===== src/rtl/riscv_dp_wb_ctrl.sv =====
// rtl/riscv_dp_wb_ctrl.sv - register-file write-back arbiter with long-latency busy scoreboard
//
// Purpose: sole writer of the register-file write port. Merges results from the
// in-order pipeline (A, no backpressure) and a long-latency unit (B, valid/ready)
// through a one-entry hold buffer, and tracks which destinations still await a
// long-latency result so decode can stall dependent instructions.
//
// Ports:
//   iclk, irst                     clock (rising edge), async active-high reset
//   ia_valid/ia_addr/ia_data       pipeline result; oa_stall forbids ia_valid
//   ib_valid/ib_addr/ib_data       long-latency result; ob_ready accepts it
//   iissue_valid/iissue_addr       long-latency issue, marks destination busy
//   iq_addr1/2 -> oq_busy1/2       combinational scoreboard queries
//   owr_en3/owr_addr3/owr_data3    registered regfile write port
//   oerr_drop                      sticky flag: an A result was dropped
module riscv_dp_wb_ctrl #(
    parameter int MP_DATA_WIDTH   = 32,
    parameter int MP_ADDR_WIDTH   = 5,
    parameter int MP_STARVE_LIMIT = 4
) (
    input  logic                     iclk,
    input  logic                     irst,
    input  logic                     ia_valid,
    input  logic [MP_ADDR_WIDTH-1:0] ia_addr,
    input  logic [MP_DATA_WIDTH-1:0] ia_data,
    output logic                     oa_stall,
    input  logic                     ib_valid,
    output logic                     ob_ready,
    input  logic [MP_ADDR_WIDTH-1:0] ib_addr,
    input  logic [MP_DATA_WIDTH-1:0] ib_data,
    input  logic                     iissue_valid,
    input  logic [MP_ADDR_WIDTH-1:0] iissue_addr,
    input  logic [MP_ADDR_WIDTH-1:0] iq_addr1,
    output logic                     oq_busy1,
    input  logic [MP_ADDR_WIDTH-1:0] iq_addr2,
    output logic                     oq_busy2,
    output logic                     owr_en3,
    output logic [MP_ADDR_WIDTH-1:0] owr_addr3,
    output logic [MP_DATA_WIDTH-1:0] owr_data3,
    output logic                     oerr_drop
);

    localparam int         NREG  = 1 << MP_ADDR_WIDTH;
    localparam logic [3:0] LIMIT = 4'(MP_STARVE_LIMIT);

    logic                     hold_valid;
    logic [MP_ADDR_WIDTH-1:0] hold_addr;
    logic [MP_DATA_WIDTH-1:0] hold_data;
    logic [3:0]               age;
    logic [NREG-1:0]          busy;
    logic [NREG-1:0]          busy_next;

    logic a_live;
    logic drain;
    logic commit_a;
    logic take_b;

    // A to x0 is a no-op and must not steal the write slot from the hold.
    assign a_live   = ia_valid & (ia_addr != '0);
    assign oa_stall = hold_valid & (age == LIMIT);
    // A starved hold wins even over live A traffic; otherwise A has priority.
    assign drain    = hold_valid & (oa_stall | ~a_live);
    assign commit_a = a_live & ~oa_stall;
    // Ready depends only on registered state so B never sees a comb loop.
    assign ob_ready = ~irst & ~hold_valid;
    assign take_b   = ib_valid & ob_ready;

    assign oq_busy1 = busy[iq_addr1];
    assign oq_busy2 = busy[iq_addr2];

    // Issue is applied after the drain clear so a same-cycle re-issue keeps the bit set.
    always_comb begin
        busy_next = busy;
        if (drain) begin
            busy_next[hold_addr] = 1'b0;
        end
        if (iissue_valid) begin
            busy_next[iissue_addr] = 1'b1;
        end
        busy_next[0] = 1'b0;
    end

    always_ff @(posedge iclk or posedge irst) begin
        if (irst) begin
            hold_valid <= 1'b0;
            hold_addr  <= '0;
            hold_data  <= '0;
            age        <= 4'd0;
            busy       <= '0;
            owr_en3    <= 1'b0;
            owr_addr3  <= '0;
            owr_data3  <= '0;
            oerr_drop  <= 1'b0;
        end else begin
            busy <= busy_next;

            if (oa_stall && ia_valid) begin
                oerr_drop <= 1'b1;
            end

            if (drain) begin
                owr_en3   <= (hold_addr != '0);
                owr_addr3 <= hold_addr;
                owr_data3 <= hold_data;
            end else if (commit_a) begin
                owr_en3   <= 1'b1;
                owr_addr3 <= ia_addr;
                owr_data3 <= ia_data;
            end else begin
                owr_en3   <= 1'b0;
            end

            if (drain) begin
                hold_valid <= 1'b0;
                age        <= 4'd0;
            end else if (take_b) begin
                hold_valid <= 1'b1;
                hold_addr  <= ib_addr;
                hold_data  <= ib_data;
                age        <= 4'd0;
            end else if (hold_valid && (age != LIMIT)) begin
                age <= age + 4'd1;
            end
        end
    end

endmodule


===== config.mk =====
export PLATFORM = sky130hd
export DESIGN_NAME = riscv_dp_wb_ctrl
export DESIGN_NICKNAME = d
export VERILOG_FILES = /design/src/rtl/riscv_dp_wb_ctrl.sv
export SDC_FILE = /design/constraint.sdc
export NUM_CORES = 1
export LEC_CHECK = 0
export CORE_MARGIN = 2
export CORE_UTILIZATION = 51
export CTS_BUF_LIST = sky130_fd_sc_hd__clkbuf_8 sky130_fd_sc_hd__clkbuf_16
export DETAILED_ROUTE_END_ITERATION = 12
export PLACE_DENSITY = 0.92
export SYNTH_ARGS = -nofsm -noshare
export SYNTH_HDL_FRONTEND = slang
export SYNTH_SLANG_ARGS = --single-unit

===== constraint.sdc =====
create_clock -name iclk -period 4.5 [get_ports iclk]
set_clock_uncertainty 0.2 [all_clocks]
set_input_delay 0.9 -clock iclk [delete_from_list [all_inputs] [get_ports iclk]]
set_output_delay 0.9 -clock iclk [all_outputs]
set_load 0.005 [all_outputs]

# --- Word-level counts from Yosys, hierarchy flattened ---
# Index checks and enable logic that the tools add are counted.
classes:
  n_eq_ne: 2
  n_lt_le_gt_ge: 6
  n_mul: 0
  mux: 21
  div_mod_pow: 0
  add_sub_neg: 1
  n_reduce_logical: 10
  bitwise_logic: 15
  shift: 0
op_table:
  columns: ["cell", "count"]
  rows:
  - ["$mux W32", 4]
  - ["$and A32 B32 Y32", 1]
  - ["$not A32 Y32", 1]
  - ["$or A32 B32 Y32", 1]
  - ["$lt A5 B6 Y1 const B", 4]
  - ["$mux W4", 3]
  - ["$bmux W1 S5", 2]
  - ["$demux W1 S5", 2]
  - ["$ge A5 B1 Y1 const B", 2]
  - ["$mux W5", 2]
  - ["$reduce_bool A5 Y1", 2]
  - ["$mux W1", 8]
  - ["$and A1 B1 Y1", 6]
  - ["$not A1 Y1", 5]
  - ["$add A4 B1 Y4 const B", 1]
  - ["$eq A4 B3 Y1 const B", 1]
  - ["$logic_and A1 B1 Y1", 4]
  - ["$ne A4 B3 Y1 const B", 1]
  - ["$reduce_bool A2 Y1", 2]
  - ["$reduce_bool A3 Y1", 1]
  - ["$reduce_and A2 Y1", 1]
  - ["$or A1 B1 Y1", 1]
word_totals:
  elab_cells: 64
  output_inout_bits: 43
  mem_bits_ro: 0
  memories: 0
  ramBits: 0
  reg_bits: 112
  latch_bits: 0
  inputBits: 94

# --- Longest topological paths before layout ---
logic_depth:
  word_depth: 9
  depth_mapped: 7
  ltp_nobuf: 6

# --- Least setup slack after synthesis ---
# No wires, ideal clock.
synth_path:
  kind: "input-to-reg"
  from: "input port irst"
  to: "register hold_data[0]"
  path_slack_ps: -742
  required_time_ps: 4175
  setup_time_ps: 125
  t_arrival_ps: 4917
  n_path_buf: 2
  cell_stages: 6
  path_cell_list: "inv_1 nand2_1 nor2_1 buf_1 buf_1 mux2_2"
synth_via:
  elab_chain_len: 4
synth_lines:
  columns: ["item", "line_no", "text"]
  rows:
  - ["start, declared", "22", "input logic irst,"]
  - ["$not A1 Y1", "65", "assign ob_ready = ~irst & ~hold_valid;"]
  - ["$and A1 B1 Y1", "65", null]
  - ["$and A1 B1 Y1", "66", "assign take_b = ib_valid & ob_ready;"]
  - ["$reduce_and A2 Y1 (no line)", null, null]
  - ["end signal, assigned", "119", "hold_data <= ib_data;"]
  - ["end, declared", "48", "logic [MP_DATA_WIDTH-1:0] hold_data;"]
# No other way between the ends.
# A chain may end at the register's enable or synchronous reset.

# --- Final worst setup path ---
layout_path:
  from: "input port iq_addr2[1]"
  to: "output port oq_busy2"
layout_via:
  elab_chain_len: 2
layout_lines:
  columns: ["item", "line_no", "text"]
  rows:
  - ["start, declared", "35", "input logic [MP_ADDR_WIDTH-1:0] iq_addr2,"]
  - ["$bmux W1 S5", "69", "assign oq_busy2 = busy[iq_addr2];"]
  - ["$mux W1 (not written as such)", "69", null]
  - ["end, declared", "36", "output logic oq_busy2,"]
# No other way between the ends. The select of a mux whose other input is x is not followed.

==> reports/metrics.cfg <==
[synthesis]
postSynthAreaPerCell_sq_um = 11.73
synth_cells = 516
async_flop_share_pct = 100.0
synth_seq_cells = 112
syn_nets = 612
ys.warnings.count = 0
synth_top_flop_cell = dfrtp_1
seq_area_frac_synth_pct = 46.31
synth_area_sq_mm = 0.006052
synth_edf_count = 0
yosysUniqueCellTypes = 50

[floorplanning]
die_h_um = 112.9
die-area_sq_mm = 0.01275
rows = 39
start_util_pct = 52.55
ios = 137
fp.coreArea_sq_mm = 0.01152
die_w_um = 112.9

[critical_path]
r2r-start = age[0]$_DFFE_PP0P_
cpMostUsedCell = clkdlybuf4s50_1
cp.depth = 6
critical_path.top_delay_family = buffers and inverters
path_class = in2out
crit_start = iq_addr2[1]
endpoint_kind = primary output
cp_max_fo = 10
slowest_delay_ns = 0.73
critPathBufInv = 2
crit_end = oq_busy2
reg2reg_slack_ns = 1.93
worstRegToRegCells = 6
cp-start-kind = input port
rr_endpoint = owr_data3[16]$_DFFE_PP0P_
worstPathCellList = clkdlybuf4s50_1, mux4_2, nand2b_1, o211ai_1, nand4_1, clkdlybuf4s50_1
cp.arrival_ns = 3.06
cp_slowest_cell = clkdlybuf4s50_1
cp.required_ns = 3.40

[cells_and_area]
layout-drive-gt1-share_pct = 18.90
area_delta_synth_final_pct = 27.33
fin_nets = 726
stdcell_area_sq_mm = 0.007706
n_antenna_cell = 0
fill_cells = 825

[status]
outcome = finished, violations left
violations = DRC

[power_and_ir_drop]
power_switching_uw = 915.4
power_leakage_nw = 3.052
pwr-share-clk_pct = 25.2
power-per-cell-area_mw_per_mm2 = 404.2
p_int_mw = 2.200
switching_share_pct = 29.39
irDropWorstVdd_v = 0.0002179
p_comb_share_pct = 27.8
seqPwrFrac_pct = 46.9
power_mw = 3.115

[sta]
worst_hold_slack_ns = 0.2614
finalCritPeriodShare_pct = 92.52
setup_tns_ns = 0
worst_pin_slew_ns = 0.9927
hold_viol = 0
finalWorstSetupSlack_ns = 0.3364
drv_slew = 0
fmax_mhz = 240.2
slew_headroom_pct = 33.82
min_period_ns = 4.164
rsz0062_at_grt = false
report.final.setup_viol = 0

[clocking]
htreeDepth = 3
path_clk_slew_ns = 0.07
cts_buffers = 9
cts_tree = done
cts_resized = 0
cts.repair_timing.setup_buffer_count = 0
clk_latency_ns = 0.35
cts_buffer_depth = 2
clock-root-buffer = clkbuf_16
cts.sinks = 112
hold_buffers = 0

[place]
dpl.hpwl_mm = 11.55
place.gp.congestion = 0.9052
post_dp_cell_area_sq_mm = 0.007417
port_buffers = 136
dpl_worst_slack_ns = 0.3503

[routing]
drt-vias-per-instance = 6.198
vias = 4822
ant_nets = 0
avgRoutedWirePerCell_um = 21.01
drcViolationCount = 4
drtPass1Iterations = 9
drt_iter0_drc = 340
wl_mm = 16.34

[grt]
grt-ovfl-total = 0
antenna_found_initial = 0
gr-usage-all-layers_pct = 26.20
grt_pass1_vias = 5161
grt_max_degree = 72
grt_pass1_wl_mm = 26.57

[job]
drv_cap = 0

[worst_hold_path]
hp-class = reg2reg

area by class of cell:
| type | count | area (sq um) | share of cell area (%) |
|---|---|---|---|
| multi-input cells | 358 | 2994 | 38.85 |
| flip-flops and latches | 112 | 2804 | 36.39 |
| repair buffers | 143 | 1414 | 18.35 |
| clock buffers | 9 | 225.2 | 2.923 |
| well taps | 143 | 178.9 | 2.322 |
| clock inverters | 7 | 63.81 | 0.8281 |
| inverters | 6 | 26.28 | 0.3410 |
placed cells by master, fill, tap and decap left out, drive strengths merged, types with 8 or more instances in the layout:
| cell type | n |
|---|---|
| clkbuf | 9 |
| clkdlybuf4s50 | 136 |
| dfrtp | 112 |
| inv | 8 |
| mux2 | 65 |
| mux2i | 18 |
| nand2 | 12 |
| nand2b | 29 |
| nand3 | 45 |
| nand3b | 10 |
| nor2 | 40 |
| o21a | 8 |
| o221a | 28 |
| o2bb2ai | 31 |
registers in the layout, summed over array words and instances, names as in the netlist:
name	count
owr_addr3	5
busy	31
hold_valid	1
owr_data3	32
age	4
owr_en3	1
hold_addr	5
hold_data	32
oerr_drop	1
stage by stage:
step                      instances  util [%]
after floorplan                 516         -
after global placement          762     64.41
after detailed placement        762     64.41
after CTS                       778     66.92
after global routing            778     66.92
final                           778     66.92
metal layers:
layer  share of wire (%)  track usage, %
met1                  40           32.16
met2                  50           44.22
met3                 8.5           7.981
met4                 2.1           9.106
met5                   0               0
Yosys cell counts (7+ instances only):
library cell | number | share of area [%]
o21a_1 | 7 | 0.87
nand2_1 | 11 | 0.68
mux2_4 | 22 | 5.5
nand3_1 | 45 | 3.7
mux2i_1 | 18 | 3.0
nand3b_1 | 10 | 1.2
mux2_2 | 43 | 8.0
nor2_1 | 40 | 2.5
clkbuf_1 | 18 | 1.1
buf_1 | 9 | 0.56
dfrtp_1 | 112 | 46
o221a_1 | 22 | 4.1
nand2b_1 | 29 | 3.0
o2bb2ai_1 | 31 | 4.5
or2b_2 | 7 | 1.0
power by group through the flow:
| stage | logic, mW | registers, mW | clock network, mW |
|---|---|---|---|
| 4_1_cts | 0.866 | 1.45 | 0.795 |
| 2_1_floorplan | 0.557 | 1.38 | 0 |
| 5_1_grt | 0.933 | 1.49 | 0.838 |
| 3_5_place_dp | 0.860 | 1.47 | 0 |
| 6_report | 0.866 | 1.46 | 0.786 |
| 3_3_place_gp | 0.820 | 1.46 | 0 |
how the worst min path moves through the flow:
stage	start	endpoint	slack, ns	cells past startpoint
final	oerr_drop$_DFFE_PP0P_	oerr_drop$_DFFE_PP0P_	0.26	1
after global routing	oerr_drop$_DFFE_PP0P_	oerr_drop$_DFFE_PP0P_	0.29	1
after CTS	oerr_drop$_DFFE_PP0P_	oerr_drop$_DFFE_PP0P_	0.27	1
after detailed placement	oerr_drop$_DFFE_PP0P_	oerr_drop$_DFFE_PP0P_	0.25	1
after global placement	oerr_drop$_DFFE_PP0P_	oerr_drop$_DFFE_PP0P_	0.24	1
after floorplan	oerr_drop$_DFFE_PP0P_	oerr_drop$_DFFE_PP0P_	0.25	1
kinds of logic (layout without fill, tap and decap cells):
family / Yosys count / count (layout) / synth area share [%]
and+or+nand+nor: 159 / 159 / 14.24
DFF: 112 / 112 / 46.31
buffers and inverters: 46 / 165 / 4.341
muxes: 89 / 89 / 18.67
xor gates and xnor gates: 1 / 1 / 0.1447
AOI/OAI and AO/OA: 107 / 107 / 15.88
adders and majority gates: 2 / 2 / 0.4134
worst register-to-register path, cell delays in order, from the launching register on:
cell and delay, ns:
dfrtp_1 0.44, inv_1 0.07, ha_1 0.20, nand3b_1 0.20
o211a_1 0.86, or2b_2 0.36, o221a_1 0.13
(Power assumes the default switching activity.)
